<file path="src/rtl/button_debouncer.sv">
// Push-button conditioner: two-flop synchroniser, stability qualifier,
// registered level plus rise/fall strobes and a saturating bounce counter.
module button_debouncer #(
    parameter int STABLE_CNT = 4,
    parameter int CNT_W      = 16
) (
    input  logic       clk,
    input  logic       rst_n,
    input  logic       btn,
    input  logic       clr,
    output logic       d,
    output logic       rise,
    output logic       fall,
    output logic       busy,
    output logic [7:0] glitch_cnt
);

    typedef enum logic [1:0] {
        IDLE_LO,
        WAIT_HI,
        IDLE_HI,
        WAIT_LO
    } state_t;

    localparam logic [CNT_W-1:0] LAST = CNT_W'(STABLE_CNT - 1);

    logic             s1;
    logic             s;
    state_t           state;
    state_t           state_n;
    logic [CNT_W-1:0] cnt;
    logic [CNT_W-1:0] cnt_n;
    logic             d_n;
    logic             rise_n;
    logic             fall_n;
    logic             abort;

    always_ff @(posedge clk or negedge rst_n) begin
        if (!rst_n) begin
            s1 <= 1'b0;
            s  <= 1'b0;
        end else begin
            s1 <= btn;
            s  <= s1;
        end
    end

    always_comb begin
        state_n = state;
        cnt_n   = cnt;
        d_n     = d;
        rise_n  = 1'b0;
        fall_n  = 1'b0;
        abort   = 1'b0;
        unique case (state)
            IDLE_LO: begin
                if (s) begin
                    state_n = WAIT_HI;
                    cnt_n   = '0;
                end
            end
            WAIT_HI: begin
                if (!s) begin
                    state_n = IDLE_LO;
                    cnt_n   = '0;
                    abort   = 1'b1;
                end else if (cnt == LAST) begin
                    state_n = IDLE_HI;
                    cnt_n   = '0;
                    d_n     = 1'b1;
                    rise_n  = 1'b1;
                end else begin
                    cnt_n = cnt + CNT_W'(1);
                end
            end
            IDLE_HI: begin
                if (!s) begin
                    state_n = WAIT_LO;
                    cnt_n   = '0;
                end
            end
            WAIT_LO: begin
                if (s) begin
                    state_n = IDLE_HI;
                    cnt_n   = '0;
                    abort   = 1'b1;
                end else if (cnt == LAST) begin
                    state_n = IDLE_LO;
                    cnt_n   = '0;
                    d_n     = 1'b0;
                    fall_n  = 1'b1;
                end else begin
                    cnt_n = cnt + CNT_W'(1);
                end
            end
            default: begin
                state_n = IDLE_LO;
                cnt_n   = '0;
            end
        endcase
    end

    // Outputs are registered from next-state so strobes align with d.
    always_ff @(posedge clk or negedge rst_n) begin
        if (!rst_n) begin
            state <= IDLE_LO;
            cnt   <= '0;
            d     <= 1'b0;
            rise  <= 1'b0;
            fall  <= 1'b0;
            busy  <= 1'b0;
        end else begin
            state <= state_n;
            cnt   <= cnt_n;
            d     <= d_n;
            rise  <= rise_n;
            fall  <= fall_n;
            busy  <= (state_n == WAIT_HI) || (state_n == WAIT_LO);
        end
    end

    always_ff @(posedge clk or negedge rst_n) begin
        if (!rst_n) begin
            glitch_cnt <= 8'd0;
        end else if (clr) begin
            glitch_cnt <= 8'd0;
        end else if (abort && (glitch_cnt != 8'hFF)) begin
            glitch_cnt <= glitch_cnt + 8'd1;
        end
    end

endmodule
</file>
<file path="config.mk">
export PLATFORM = sky130hd
export DESIGN_NAME = button_debouncer
export DESIGN_NICKNAME = d
export VERILOG_FILES = /design/src/rtl/button_debouncer.sv
export SDC_FILE = /design/constraint.sdc
export NUM_CORES = 1
export LEC_CHECK = 0
export ABC_AREA = 1
export CORE_ASPECT_RATIO = 0.9
export CORE_MARGIN = 2
export CORE_UTILIZATION = 55
export CTS_CLUSTER_SIZE = 10
export DETAILED_ROUTE_END_ITERATION = 10
export DONT_BUFFER_PORTS = 1
export PLACE_DENSITY = 0.7
export RECOVER_POWER = 100
export SLEW_MARGIN = 20
export SYNTH_ARGS = -nofsm -noshare
export SYNTH_HDL_FRONTEND = slang
export SYNTH_SLANG_ARGS = --single-unit
</file>
<file path="constraint.sdc">
create_clock -name clk -period 2 [get_ports clk]
set_input_delay 0.1 -clock clk [delete_from_list [all_inputs] [get_ports clk]]
set_output_delay 0.1 -clock clk [all_outputs]
set_load 0.01 [all_outputs]
</file>
==> impl_metrics.env <==
export IMPL_fin_crit_ns=1.73
export IMPL_cp_top_family="simple AND/OR/NAND/NOR gates"
export IMPL_grt_pass1_wl_mm=6.29
export IMPL_p_leak_nw=0.960
export IMPL_overflow=0
export IMPL_critPathRequiredTime_ns=2.18
export IMPL_post_synth_cell_area_avg_um2=7.21
export IMPL_syn_to_final_growth_pct=8.75
export IMPL_ys_seq_area_share_pct=44.1
export IMPL_drc=0
export IMPL_cts_buffers=5
export IMPL_clock_path_buffers=2
export IMPL_hp_class="in2reg"
export IMPL_pin_count=16
export IMPL_relSlewSlack_pct=9.66
export IMPL_die_width_um=64.6
export IMPL_synth_cell_types=26
export IMPL_syn_area_mm2=0.00182
export IMPL_vdd_drop_max_mv=0.510
export IMPL_crit_buf_inv=2
export IMPL_cts_tree="yes"
export IMPL_critPathMostFrequentCell="nand2_1"
export IMPL_n_fill_cell=282
export IMPL_die_area_mm2=0.00378
export IMPL_syn_nets=258
export IMPL_antenna_found_initial=0
export IMPL_clkTransAtPathRegs_ns=0.07
export IMPL_cp_slowest_cell="dfrtp_1"
export IMPL_fmax_mhz=578
export IMPL_n_antenna_cell=0
export IMPL_yosys_top_cells_area="dfrtp_1 (44%), nand2_1 (15%), nor2_1 (7.2%)"
export IMPL_finalClockSkew_ns=0.00750
export IMPL_die_h_um=58.5
export IMPL_wire_per_inst_um=11.9
export IMPL_synth_top_area_share_pct=44.1
export IMPL_ant_nets=0
export IMPL_layout_nets=264
export IMPL_final_period_utilization_pct=86.5
export IMPL_multi_input_area_um2=858
export IMPL_ys_warn_count=0
export IMPL_power_density_mw_per_mm2=844
export IMPL_ys_ff_latch=32
export IMPL_avgViaCountPerCell=5.14
export IMPL_grt_max_degree=33
export IMPL_synth_largest_area_cell="dfrtp_1"
export IMPL_outcome="completed"
export IMPL_rrSetupSlack_ns=0.27
export IMPL_rows=19
export IMPL_htreeDepth=2
export IMPL_drive_above_1_share_pct=8.88
export IMPL_cts_root_buf="clkbuf_8"
export IMPL_seq_area_um2=801
export IMPL_clkLatencyLatePin_ns=0.29
export IMPL_core_area_mm2=0.00311
export IMPL_place_congestion=0.885
export IMPL_drtPass1Iterations=4
export IMPL_critical_path_max_fanout=8
export IMPL_finalMaxSlewViolations=0
export IMPL_ctsResizeCount=0
export IMPL_cp_end_kind="flip-flop"
export IMPL_finalSetupViolations=0
export IMPL_tightestPinTransition_ns=1.36
export IMPL_cp_cell_sequence="ha_1, inv_1, nor2_1, nand2_1, nor2_1, nand2_1, nand2_1, inv_2, nand3_1, nand2_1"
export IMPL_drt_total_wl_mm=3.58
export IMPL_netlist_instances=252
export IMPL_cap_violations=0
export IMPL_fin_total_pwr_mw=1.67
export IMPL_grt_usage_pct=21.9
export IMPL_hold_viol_final=0
export IMPL_arrival_ns=1.91
export IMPL_drtIter0Drc=127
export IMPL_tns_ns=0
export IMPL_portBuffers=0
export IMPL_path_class="reg2reg"
export IMPL_initial_core_util_pct=58.3
export IMPL_clock_sinks=32
export IMPL_num_vias=1546
export IMPL_hpwl_mm=2.60
export IMPL_grt_setup_unrepaired="no"
export IMPL_grt_pass1_vias=1376
export IMPL_start_kind="flip-flop"
export IMPL_cpPeakStageDelay_ns=0.43
worst reg2reg max path: stages (launching register included):
cell and delay (ns):
dfrtp_1 0.43, ha_1 0.23, inv_1 0.07, nor2_1 0.08
nand2_1 0.05, nor2_1 0.08, nand2_1 0.11, nand2_1 0.27
inv_2 0.15, nand3_1 0.10, nand2_1 0.05
path summary, 6_finish.rpt:
path,from,to,cells past startpoint
setup / recovery,cnt[0],cnt[8],10
hold / removal,clr,glitch_cnt[6],3
setup reg to reg,cnt[0],cnt[8],10
hold reg to reg,s1,s,0
max in group asynchronous,rst_n,cnt[15],2
min in group asynchronous,rst_n,cnt[8],2
kinds of logic (layout without fill, tap and decap cells):
family / after synthesis / after routing / synth area share, %
and+or+nand+nor: 156 / 156 / 37.2
buffers and inverters: 36 / 43 / 8.20
DFF: 32 / 32 / 44.1
AOI/OAI and AO/OA: 23 / 23 / 7.71
xor gates and xnor gates: 3 / 3 / 1.45
adders and majority gates: 2 / 2 / 1.38
registers in the layout (all words and copies together), names as in the netlist:
| register | cells |
|---|---|
| busy | 1 |
| cnt | 16 |
| d | 1 |
| fall | 1 |
| glitch_cnt | 8 |
| rise | 1 |
| s | 1 |
| s1 | 1 |
| state | 2 |
area by class of cell:
type,instances,area share [%]
clock buffers,5,3.48
clock inverters,3,2.15
inverters,32,6.08
multi-input cells,184,43.4
flip-flops and latches,32,40.5
well taps,42,2.66
repair buffers,3,1.65
cells in the mapped netlist:
| cell | n |
|---|---|
| a21boi_2 | 1 |
| a21o_1 | 1 |
| a21oi_1 | 3 |
| buf_2 | 2 |
| buf_4 | 1 |
| buf_6 | 1 |
| dfrtp_1 | 32 |
| ha_1 | 2 |
| inv_1 | 28 |
| inv_2 | 4 |
| nand2_1 | 74 |
| nand2_2 | 5 |
| nand3_1 | 25 |
| nand3_2 | 1 |
| nand4_1 | 9 |
| nor2_1 | 35 |
| nor2_2 | 5 |
| nor3_1 | 1 |
| nor3b_1 | 1 |
| o21ai_0 | 9 |
| o21ai_1 | 3 |
| o21ai_2 | 1 |
| o21bai_1 | 1 |
| o21bai_2 | 1 |
| o22ai_1 | 3 |
| xor2_1 | 3 |
report_power, final:
group          total, mW  internal [mW]  switching, mW
sequential         0.769          0.704         0.0647
clock              0.614          0.368          0.245
combinational      0.285         0.0760          0.209
total               1.67           1.15          0.519
metal layers:
metal	GRT usage [%]	up-vias	share of wire, %
li1	-	815	-
met1	32.9	676	50
met2	30.4	48	42
met3	4.78	7	6.6
met4	10.0	0	1.9
met5	0	-	0
placed cells by master (no fill, tap or decap), drive strengths merged:
cell	instances
nand2	79
nor2	40
dfrtp	32
inv	32
nand3	26
o21ai	13
nand4	9
clkbuf	5
xor2	3
o22ai	3
a21oi	3
ha	2
dlygate4sd3	2
o21bai	2
a21o	1
a21boi	1
nor3	1
nor3b	1
clkinv	1
clkinvlp	1
bufinv	1
dlymetal6s4s	1
what timing repair did:
| action | in CTS | in global routing |
|---|---|---|
| hold buffers | 3 | 0 |
| endpoints found under the hold margin | 33 | 0 |
| buffers inserted | 0 | 0 |
metrics by stage:
| step | instances | cell area (um^2) | utilization [%] | setup slack, ns | hold WS [ns] |
|---|---|---|---|---|---|
| after global routing | 301 | 1980 | 63.4 | 0.0329 | 0.145 |
| final | 301 | 1980 | 63.4 | 0.270 | 0.117 |
| after global placement | 290 | 1840 | 59.1 | 0.355 | -0.195 |
| after CTS | 301 | 1990 | 64.0 | 0.303 | 0.120 |
| after floorplan | 252 | 1820 | - | 0.607 | -0.196 |
| after detailed placement | 290 | 1840 | 59.1 | 0.321 | -0.195 |
(Power assumes the default switching activity.)
